<file path="src/rtl/io_bus_pkg.sv">
// Shared types and helpers for the IO bus router: FSM states, error data default,
// and compile-time utilities for unpacking the per-slave address windows.
package io_bus_pkg;

    typedef enum logic [1:0] {
        ST_IDLE = 2'd0,
        ST_FWD  = 2'd1,
        ST_BUSY = 2'd2,
        ST_RESP = 2'd3
    } state_e;

    localparam logic [31:0] ERR_DATA_DEF = 32'hDEAD_BEEF;

    // Upper bounds for the window-slicing helper; ADDR_W above 64 is not supported.
    localparam int MAX_SLAVES = 16;
    localparam int MAX_ADDR_W = 64;

    function automatic int clog2(input int value);
        int r;
        int v;
        r = 0;
        v = value - 1;
        while (v > 0) begin
            r++;
            v = v >> 1;
        end
        return r;
    endfunction

    function automatic logic [MAX_ADDR_W-1:0] param_slice(
        input logic [MAX_SLAVES*MAX_ADDR_W-1:0] vec,
        input int                               idx,
        input int                               width
    );
        logic [MAX_ADDR_W-1:0] r;
        r = '0;
        for (int b = 0; b < MAX_ADDR_W; b++) begin
            if (b < width) r[b] = vec[idx*width + b];
        end
        return r;
    endfunction

endpackage

</file>
<file path="src/rtl/io_addr_decoder.sv">
// Combinational address window match; on overlapping windows the lowest slave index wins.
module io_addr_decoder
    import io_bus_pkg::*;
#(
    parameter int                         N_SLAVES   = 4,
    parameter int                         ADDR_W     = 32,
    parameter int                         IDX_W      = 2,
    parameter logic [N_SLAVES*ADDR_W-1:0] SLAVE_BASE = {N_SLAVES{32'h0}},
    parameter logic [N_SLAVES*ADDR_W-1:0] SLAVE_MASK = {N_SLAVES{32'hF000_0000}}
) (
    input  logic [ADDR_W-1:0] addr,
    output logic              hit,
    output logic [IDX_W-1:0]  index
);

    localparam logic [MAX_SLAVES*MAX_ADDR_W-1:0] BASE_X = (MAX_SLAVES*MAX_ADDR_W)'(SLAVE_BASE);
    localparam logic [MAX_SLAVES*MAX_ADDR_W-1:0] MASK_X = (MAX_SLAVES*MAX_ADDR_W)'(SLAVE_MASK);

    logic [N_SLAVES-1:0] match;

    for (genvar i = 0; i < N_SLAVES; i++) begin : g_win
        localparam logic [ADDR_W-1:0] BASE_I = ADDR_W'(param_slice(BASE_X, i, ADDR_W));
        localparam logic [ADDR_W-1:0] MASK_I = ADDR_W'(param_slice(MASK_X, i, ADDR_W));
        assign match[i] = ((addr & MASK_I) == (BASE_I & MASK_I));
    end

    // Scan from the top so the lowest matching index is the last one written.
    always_comb begin
        hit   = 1'b0;
        index = '0;
        for (int i = N_SLAVES - 1; i >= 0; i--) begin
            if (match[i]) begin
                hit   = 1'b1;
                index = IDX_W'(i);
            end
        end
    end

endmodule

</file>
<file path="src/rtl/io_bus_router.sv">
// Routes one strobe/ready master IO bus to N_SLAVES peripheral ports by address window,
// with registered forwarding, per-transaction timeout, decode-miss error and protocol flag.
module io_bus_router
    import io_bus_pkg::*;
#(
    parameter int                         N_SLAVES       = 4,
    parameter int                         ADDR_W         = 32,
    parameter int                         DATA_W         = 32,
    parameter logic [N_SLAVES*ADDR_W-1:0] SLAVE_BASE     = {N_SLAVES{32'h0}},
    parameter logic [N_SLAVES*ADDR_W-1:0] SLAVE_MASK     = {N_SLAVES{32'hF000_0000}},
    parameter int                         TIMEOUT_CYCLES = 255,
    parameter logic [31:0]                ERR_DATA       = ERR_DATA_DEF
) (
    input  logic                         clk,
    input  logic                         rst_n,
    input  logic                         m_addr_strobe,
    input  logic                         m_read_strobe,
    input  logic                         m_write_strobe,
    input  logic [ADDR_W-1:0]            m_addr,
    input  logic [DATA_W/8-1:0]          m_byte_enable,
    input  logic [DATA_W-1:0]            m_write_data,
    output logic [DATA_W-1:0]            m_read_data,
    output logic                         m_ready,
    output logic                         m_error,
    output logic [N_SLAVES-1:0]          s_addr_strobe,
    output logic [N_SLAVES-1:0]          s_read_strobe,
    output logic [N_SLAVES-1:0]          s_write_strobe,
    output logic [ADDR_W-1:0]            s_addr,
    output logic [DATA_W/8-1:0]          s_byte_enable,
    output logic [DATA_W-1:0]            s_write_data,
    input  logic [N_SLAVES*DATA_W-1:0]   s_read_data,
    input  logic [N_SLAVES-1:0]          s_ready,
    output logic                         proto_violation
);

    localparam int                BE_W  = DATA_W / 8;
    localparam int                IDX_W = (N_SLAVES > 1) ? clog2(N_SLAVES) : 1;
    localparam int                CNT_W = (clog2(TIMEOUT_CYCLES + 1) > 0) ? clog2(TIMEOUT_CYCLES + 1) : 1;
    localparam logic [DATA_W-1:0] ERR_D = DATA_W'(ERR_DATA);

    state_e              state_q, state_d;
    logic [IDX_W-1:0]    sel_q, sel_d;
    logic [CNT_W-1:0]    cnt_q, cnt_d;
    logic                err_q, err_d;
    logic                rd_q, rd_d;
    logic [ADDR_W-1:0]   addr_q, addr_d;
    logic [BE_W-1:0]     be_q, be_d;
    logic [DATA_W-1:0]   wdata_q, wdata_d;
    logic [DATA_W-1:0]   rdata_q, rdata_d;
    logic [N_SLAVES-1:0] s_as_q, s_as_d;
    logic [N_SLAVES-1:0] s_rs_q, s_rs_d;
    logic [N_SLAVES-1:0] s_ws_q, s_ws_d;
    logic                m_ready_q, m_ready_d;
    logic                m_error_q, m_error_d;
    logic [DATA_W-1:0]   m_rdata_q, m_rdata_d;
    logic                proto_q, proto_d;

    logic                dec_hit;
    logic [IDX_W-1:0]    dec_idx;
    logic                sel_ready;
    logic [DATA_W-1:0]   sel_rdata;
    logic                last_busy;

    io_addr_decoder #(
        .N_SLAVES   (N_SLAVES),
        .ADDR_W     (ADDR_W),
        .IDX_W      (IDX_W),
        .SLAVE_BASE (SLAVE_BASE),
        .SLAVE_MASK (SLAVE_MASK)
    ) u_dec (
        .addr  (m_addr),
        .hit   (dec_hit),
        .index (dec_idx)
    );

    assign sel_ready = s_ready[sel_q];
    assign sel_rdata = s_read_data[int'(sel_q)*DATA_W +: DATA_W];
    // Terminal BUSY cycle: the counter is about to reach TIMEOUT_CYCLES-1.
    assign last_busy = (int'(cnt_q) + 1 >= TIMEOUT_CYCLES - 1);

    always_comb begin
        state_d   = state_q;
        sel_d     = sel_q;
        cnt_d     = cnt_q;
        err_d     = err_q;
        rd_d      = rd_q;
        addr_d    = addr_q;
        be_d      = be_q;
        wdata_d   = wdata_q;
        rdata_d   = rdata_q;
        s_as_d    = '0;
        s_rs_d    = '0;
        s_ws_d    = '0;
        m_ready_d = 1'b0;
        m_error_d = 1'b0;
        m_rdata_d = '0;
        proto_d   = proto_q;

        if (m_addr_strobe && state_q != ST_IDLE) proto_d = 1'b1;

        case (state_q)
            ST_IDLE: begin
                if (m_addr_strobe) begin
                    addr_d  = m_addr;
                    be_d    = m_byte_enable;
                    wdata_d = m_write_data;
                    rd_d    = m_read_strobe;
                    // Ambiguous direction (both or neither qualifier) is answered like a miss.
                    if (dec_hit && (m_read_strobe ^ m_write_strobe)) begin
                        sel_d           = dec_idx;
                        s_as_d[dec_idx] = 1'b1;
                        s_rs_d[dec_idx] = m_read_strobe;
                        s_ws_d[dec_idx] = m_write_strobe;
                        state_d         = ST_FWD;
                    end else begin
                        err_d   = 1'b1;
                        state_d = ST_RESP;
                    end
                end
            end
            ST_FWD: begin
                cnt_d = '0;
                if (sel_ready) begin
                    rdata_d = sel_rdata;
                    state_d = ST_RESP;
                end else begin
                    state_d = ST_BUSY;
                end
            end
            ST_BUSY: begin
                if (sel_ready) begin
                    rdata_d = sel_rdata;
                    state_d = ST_RESP;
                end else begin
                    cnt_d = cnt_q + CNT_W'(1);
                    if (last_busy) begin
                        err_d   = 1'b1;
                        state_d = ST_RESP;
                    end
                end
            end
            ST_RESP: begin
                m_ready_d = 1'b1;
                m_error_d = err_q;
                m_rdata_d = err_q ? ERR_D : (rd_q ? rdata_q : '0);
                err_d     = 1'b0;
                state_d   = ST_IDLE;
            end
            default: state_d = ST_IDLE;
        endcase
    end

    always_ff @(posedge clk) begin
        if (!rst_n) begin
            state_q   <= ST_IDLE;
            sel_q     <= '0;
            cnt_q     <= '0;
            err_q     <= 1'b0;
            rd_q      <= 1'b0;
            addr_q    <= '0;
            be_q      <= '0;
            wdata_q   <= '0;
            rdata_q   <= '0;
            s_as_q    <= '0;
            s_rs_q    <= '0;
            s_ws_q    <= '0;
            m_ready_q <= 1'b0;
            m_error_q <= 1'b0;
            m_rdata_q <= '0;
            proto_q   <= 1'b0;
        end else begin
            state_q   <= state_d;
            sel_q     <= sel_d;
            cnt_q     <= cnt_d;
            err_q     <= err_d;
            rd_q      <= rd_d;
            addr_q    <= addr_d;
            be_q      <= be_d;
            wdata_q   <= wdata_d;
            rdata_q   <= rdata_d;
            s_as_q    <= s_as_d;
            s_rs_q    <= s_rs_d;
            s_ws_q    <= s_ws_d;
            m_ready_q <= m_ready_d;
            m_error_q <= m_error_d;
            m_rdata_q <= m_rdata_d;
            proto_q   <= proto_d;
        end
    end

    assign m_ready         = m_ready_q;
    assign m_error         = m_error_q;
    assign m_read_data     = m_rdata_q;
    assign s_addr_strobe   = s_as_q;
    assign s_read_strobe   = s_rs_q;
    assign s_write_strobe  = s_ws_q;
    assign s_addr          = addr_q;
    assign s_byte_enable   = be_q;
    assign s_write_data    = wdata_q;
    assign proto_violation = proto_q;

endmodule

</file>
<file path="config.mk">
export PLATFORM = sky130hd
export DESIGN_NAME = io_bus_router
export DESIGN_NICKNAME = d
export VERILOG_FILES = /design/src/rtl/io_bus_pkg.sv /design/src/rtl/io_addr_decoder.sv /design/src/rtl/io_bus_router.sv
export SDC_FILE = /design/constraint.sdc
export NUM_CORES = 1
export LEC_CHECK = 0
export BUFFER_PORTS_ARGS = -buffer_cell sky130_fd_sc_hd__buf_4
export CORE_AREA = 2 2 125 127
export CTS_CLUSTER_SIZE = 16
export DETAILED_ROUTE_END_ITERATION = 12
export DIE_AREA = 0 0 127 129
export PLACE_DENSITY = 0.68
export SYNTH_ARGS = -nofsm -noshare
export SYNTH_HDL_FRONTEND = slang
export SYNTH_SLANG_ARGS = --single-unit
</file>
<file path="constraint.sdc">
create_clock -name clk -period 5.4 [get_ports clk]
set_input_delay 1.08 -clock clk [delete_from_list [all_inputs] [get_ports clk]]
set_output_delay 1.08 -clock clk [all_outputs]
set_load 0.02 [all_outputs]
</file>
==> flow_summary.json, run 1 <==
{
  "antenna_found_initial": 0,
  "coreArea_um2": 15000,
  "nFillCells": 1459,
  "finalHoldViolCount": 0,
  "grt_overflow_total": 0,
  "syn_inst": 630,
  "htreeDepth": 4,
  "area_growth_pct": 42.9,
  "diodes": 0,
  "grt_max_degree": 61,
  "cap_viol_max_count": 0,
  "fin_skew_ns": 0.00731,
  "slew_viol_final": 0,
  "status": "completed",
  "power.density_nw_per_um2": 463,
  "cts_tree": "done",
  "tightest_slew_ns": 1.02,
  "finalSetupViolations": 0,
  "period_minus_slack_ns": 2.53,
  "synth_area_per_cell_um2": 8.48,
  "rrSetupSlack_ns": 3.06,
  "timing.fmax_mhz": 396,
  "clock_latency_ns": 0.42,
  "power_mw": 3.54,
  "die_w_um": 127,
  "drive_gt1_share_pct": 31.1,
  "fin_crit_sh_pct": 46.8,
  "startpoint_type": "input port",
  "cts_hold_buffers": 0,
  "path_clk_slew_ns": 0.07,
  "fp.dieArea_um2": 16400,
  "yosys.area.top_type": "dfxtp_1",
  "gp_congestion": 0.756,
  "io_pins": 320,
  "postCtsSetupRepairBufs": 0,
  "synth_ff_type": "dfxtp_1",
  "via_per_inst": 4.70,
  "ant_nets": 0,
  "dp_hpwl_mm": 10.1,
  "synth_edf_count": 0,
  "first_global_vias": 4548,
  "via_count": 4800,
  "rows": 45,
  "ys_warn_count": 0,
  "netlist-cell-type-count": 42,
  "maxSlewHeadroom_pct": 31.8,
  "max-vdd-ir-drop_uv": 273,
  "syn-cell-area_um2": 5350,
  "p_leak_nw": 3.50,
  "clock-root-buffer": "clkbuf_16",
  "cts_resized": 0,
  "start_util_pct": 35.7,
  "drt-initial-drc-count": 201,
  "drc": 0,
  "clockBufferDepth": 2,
  "synth-seq-cells": 150,
  "wl_per_cell_um": 14.4,
  "routed_wl_mm": 14.7,
  "die_h_um": 129,
  "drt_first_pass_iters": 4,
  "netlist.area_leader.share_pct": 56.2,
  "grt_pass1_wl_mm": 23.0,
  "synth_area_leaders": "dfxtp_1, nand2_1, a21oi_1",
  "ys_seq_area_share_pct": 56.2,
  "endpoint_kind": "register",
  "numPortBuffers": 211,
  "async_reset_ff_share_pct": 0,
  "hold_path_class": "register to register",
  "setup_tns_ns": 0,
  "nets": 1032,
  "cts_inserted_buffers": 17,
  "clkSinkCount": 150,
  "required_ns": 5.77,
  "worstPathMaxFanout": 25,
  "cp.arrival_ns": 2.89,
  "path_class": "input port to register",
  "grt_use_total_pct": 18.0,
  "grt_setup_unrepaired": "no"
}
kinds of logic after synthesis:
group           Yosys count  synth area share, %
other cells               1               0.0702
compound gates          155                 17.0
buf+inv                  60                 4.92
mux                       2                0.375
xor+xnor                  3                0.492
simple gates            253                 19.6
flops                   150                 56.2
fa+ha+maj                 6                 1.40
flip-flops by register name, indices dropped and copies added (netlist names), 2 cells and up:
name           cells
rdata_q           32
s_write_data      32
state_q            2
cnt_q              8
s_byte_enable      4
m_read_data       32
s_addr            32
layout by cell type (no fill, tap or decap), types with 3 or more instances in the layout:
cell type,instances
buf_4,216
nand2_1,209
dfxtp_1,150
a21oi_1,104
a21o_1,24
clkbuf_16,17
and2_1,13
o21ai_0,11
conb_1,9
nor2_1,8
inv_1,7
ha_1,6
clkinv_8,4
nand3_1,3
a31oi_1,3
nand4_1,3
clkinv_4,3
per-stage QoR:
stage	worst slack [ns]	area [µm²]	std cells	hold WS (ns)	util [%]
floorplan	3.17	5380	638	0.426	-
global placement	2.35	7000	990	0.433	46.8
detailed placement	2.37	7000	990	0.437	46.8
CTS	2.82	7640	1022	0.453	51.0
global route	2.69	7640	1022	0.464	51.0
finish	2.87	7640	1022	0.451	51.0
cells in the mapped netlist (all sizes together) (2+ instances only):
cell,number
inv,8
nand4,3
a21o,24
clkbuf,39
a311oi,2
o21ai,11
xor2,2
a31oi,3
ha,6
o22ai,2
buf,13
nor2,8
o21a,2
dfxtp,150
a21boi,2
mux2i,2
nand2,210
or3,2
nor3,2
a211oi,2
nand2b,2
nand3,4
and2,14
a21oi,104
and3,2
worst max-delay path, stage by stage:
cell	delay, ns
buf_4	0.15
and3_1	0.86
nor2b_1	0.59
and2_1	0.20
cell type report:
| class | count | area [µm²] | area share (%) |
|---|---|---|---|
| Clock buffer | 18 | 439 | 5.75 |
| Clock inverter | 14 | 195 | 2.56 |
| Inverter | 8 | 31.3 | 0.410 |
| Multi-Input combinational cell | 428 | 2110 | 27.7 |
| Sequential cell | 150 | 3000 | 39.3 |
| Tap cell | 188 | 235 | 3.08 |
| Timing Repair Buffer | 216 | 1620 | 21.2 |
worst paths after layout:
| path | startpoint | to | depth (start not counted) |
|---|---|---|---|
| min reg2reg | rd_q | rd_q | 2 |
| max reg2reg | state_q[0] | m_read_data[14] | 4 |
| min | rd_q | rd_q | 2 |
| max | rst_n | m_read_data[14] | 4 |
where the power goes:
| part | internal [mW] | switching (mW) | total, mW |
|---|---|---|---|
| registers | 1.28 | 0.0852 | 1.36 |
| logic | 0.354 | 0.585 | 0.939 |
| clock network | 0.716 | 0.522 | 1.24 |
routing by layer:
layer | vias to the layer above | track usage, % | share of wire [%]
met5 | - | 0 | 0
met4 | 0 | 6.72 | 1.5
met3 | 15 | 7.48 | 9.6
met2 | 188 | 27.5 | 44
met1 | 2165 | 22.8 | 45
li1 | 2432 | - | -
Note: power is estimated with default switching activity, not from simulation.
==> inputs of run 2 (changes only) <==
- clock period: 5.4 -> 2.52 ns (I/O delays scaled with it)
==> run 2 against run 1 <==
Net effect: die area did not move; clock skew rose by 0.016 ns; sequential share of layout area fell by 0.19 points; clock power rose by 110%; sequential power rose by 110%; count of clock-buffer cells in the layout fell by 1; worst hold slack got worse by 0.14 ns; final area rose by 0.47%; via count barely moved; register-to-register slack got worse by 2.8 ns; critical endpoint is now err_q; largest cell class unchanged; largest power group unchanged.
==> flow_summary.json, run 2 (synthesis gave the netlist of run 1 again) <==
{
  "die_h_um": 129,
  "m1WireLength_mm": 6.65,
  "nets": 1037,
  "clockBufferDepth": 2,
  "timing.rr.start": "cnt_q[0]",
  "antenna_found_initial": 0,
  "routed_wl_mm": 14.5,
  "cts_inserted_buffers": 17,
  "tightest_slew_ns": 0.563,
  "io_pins": 320,
  "post_dp_cell_area_um2": 7070,
  "fin_skew_ns": 0.0231,
  "finalWorstSetupSlack_ns": 0.303,
  "required_ns": 2.82,
  "clkSinkCount": 150,
  "die_w_um": 127,
  "path_clk_slew_ns": 0.07,
  "start_util_pct": 35.7,
  "fin_area_um2": 7670,
  "r2r_cells": 6,
  "area_growth_pct": 43.6,
  "diodes": 0,
  "ant_nets": 0,
  "mostFrequentLayoutCells": "buf_4, nand2_1, dfxtp_1, a21oi_1, a21o_1",
  "fp.dieArea_um2": 16400,
  "p_int_mw": 4.94,
  "rrSetupSlack_ns": 0.30,
  "period_minus_slack_ns": 2.22,
  "postCtsSetupRepairBufs": 0,
  "power_mw": 7.51,
  "combPwrFrac_pct": 27.2,
  "drive_gt1_share_pct": 31.5,
  "clkPwrFrac_pct": 34.0,
  "hold_path_class": "input port to register",
  "met2_length_mm": 6.33,
  "cap_viol_max_count": 0,
  "p_switching_mw": 2.57,
  "cts_tree": "done",
  "endpoint_kind": "register",
  "drc": 0,
  "grt_use_total_pct": 18.0,
  "top_layer_used": "met4",
  "coreArea_um2": 15000,
  "p_leak_nw": 3.53,
  "dp_worst_setup_slack_ns": 0.353,
  "fin_hold_ws_ns": 0.315,
  "whs_path_depth": 3,
  "finalSetupViolations": 0,
  "grt_max_degree": 80,
  "finalHoldViolCount": 0,
  "seqPwrFrac_pct": 38.8,
  "clock_latency_ns": 0.43,
  "dp_hpwl_mm": 9.97,
  "via_count": 4804,
  "grt_setup_unrepaired": "no",
  "final_common_cell": "buf_4",
  "wl_per_cell_um": 14.1,
  "cp.arrival_ns": 2.52,
  "numPortBuffers": 211,
  "setup_tns_ns": 0,
  "cts_resized": 0,
  "htreeDepth": 4,
  "status": "completed",
  "drt_first_pass_iters": 4,
  "path_class": "register to register",
  "r2r_end": "err_q",
  "rows": 45,
  "timing.fmax_mhz": 451,
  "min_to": "s_addr[11]",
  "first_global_vias": 4583,
  "drt-initial-drc-count": 205,
  "via_per_inst": 4.68,
  "grt_overflow_total": 0,
  "worstPathMaxFanout": 6,
  "grt_pass1_wl_mm": 23.1,
  "maxSlewHeadroom_pct": 62.4,
  "p_sw_share_pct": 34.3,
  "clock-root-buffer": "clkbuf_16",
  "wl_met3_mm": 1.40,
  "slew_viol_final": 0,
  "max-vdd-ir-drop_uv": 466,
  "power.density_nw_per_um2": 979,
  "startpoint_type": "register",
  "cts_hold_buffers": 0,
  "fin_crit_sh_pct": 88.0,
  "gp_congestion": 0.750,
  "min_from": "m_addr[11]"
}
==> run 2: cell count changes in the layout (fill, tap and decap cells not counted) <==
cell        before  now
buf_12           0    2
buf_4          216  219
bufinv_16        2    1
clkbuf_8         1    0
clkinv_2         1    2
clkinv_4         3    0
clkinvlp_4       2    1
inv_6            2    6
inv_8            1    2
==> run 2: power groups by stage <==
stage | Combinational, mW | Clock [mW] | Sequential, mW
finish | 2.04 | 2.55 | 2.92
global route | 2.27 | 2.73 | 2.96
floorplan | 1.03 | 0 | 3.21
CTS | 2.07 | 2.62 | 2.92
detailed placement | 2.07 | 0 | 2.97
global placement | 2.06 | 0 | 2.95
==> run 2: area by class of cell <==
| type | instances | area (µm²) |
|---|---|---|
| repair buffers | 221 | 1680 |
| flip-flops and latches | 150 | 3000 |
| well taps | 188 | 235 |
| inverters | 8 | 31.3 |
| clock buffers | 17 | 425 |
| multi-input cells | 428 | 2110 |
| clock inverters | 15 | 183 |
| fillers | 1490 | 7300 |
==> run 2: stage by stage <==
| step | util, % | instances |
|---|---|---|
| 2_1_floorplan | - | 638 |
| 5_1_grt | 51.2 | 1027 |
| 3_5_place_dp | 47.2 | 995 |
| 6_report | 51.2 | 1027 |
| 3_3_place_gp | 47.2 | 995 |
| 4_1_cts | 51.2 | 1027 |
==> run 2: how the worst max path moves through the flow <==
stage,endpoint,start,depth (start not counted)
2_1_floorplan,state_q[0],cnt_q[0],6
3_3_place_gp,err_q,cnt_q[0],6
3_5_place_dp,err_q,cnt_q[0],6
4_1_cts,err_q,cnt_q[0],6
5_1_grt,err_q,cnt_q[0],6
6_report,err_q,cnt_q[0],6
==> run 2: per-layer routing <==
| metal | vias to the layer above | GRT usage, % |
|---|---|---|
| met5 | - | 0 |
| met4 | 0 | 5.62 |
| met3 | 10 | 7.78 |
| met2 | 197 | 26.9 |
| met1 | 2164 | 23.6 |
| li1 | 2433 | - |
==> run 2: critical path, stage by stage (launching register included) <==
cell and delay, ns:
dfxtp_1 0.44, ha_1 0.29, nand3_2 0.15, or3_4 0.41
a2111oi_4 0.45, o21ai_0 0.20, mux2i_1 0.14
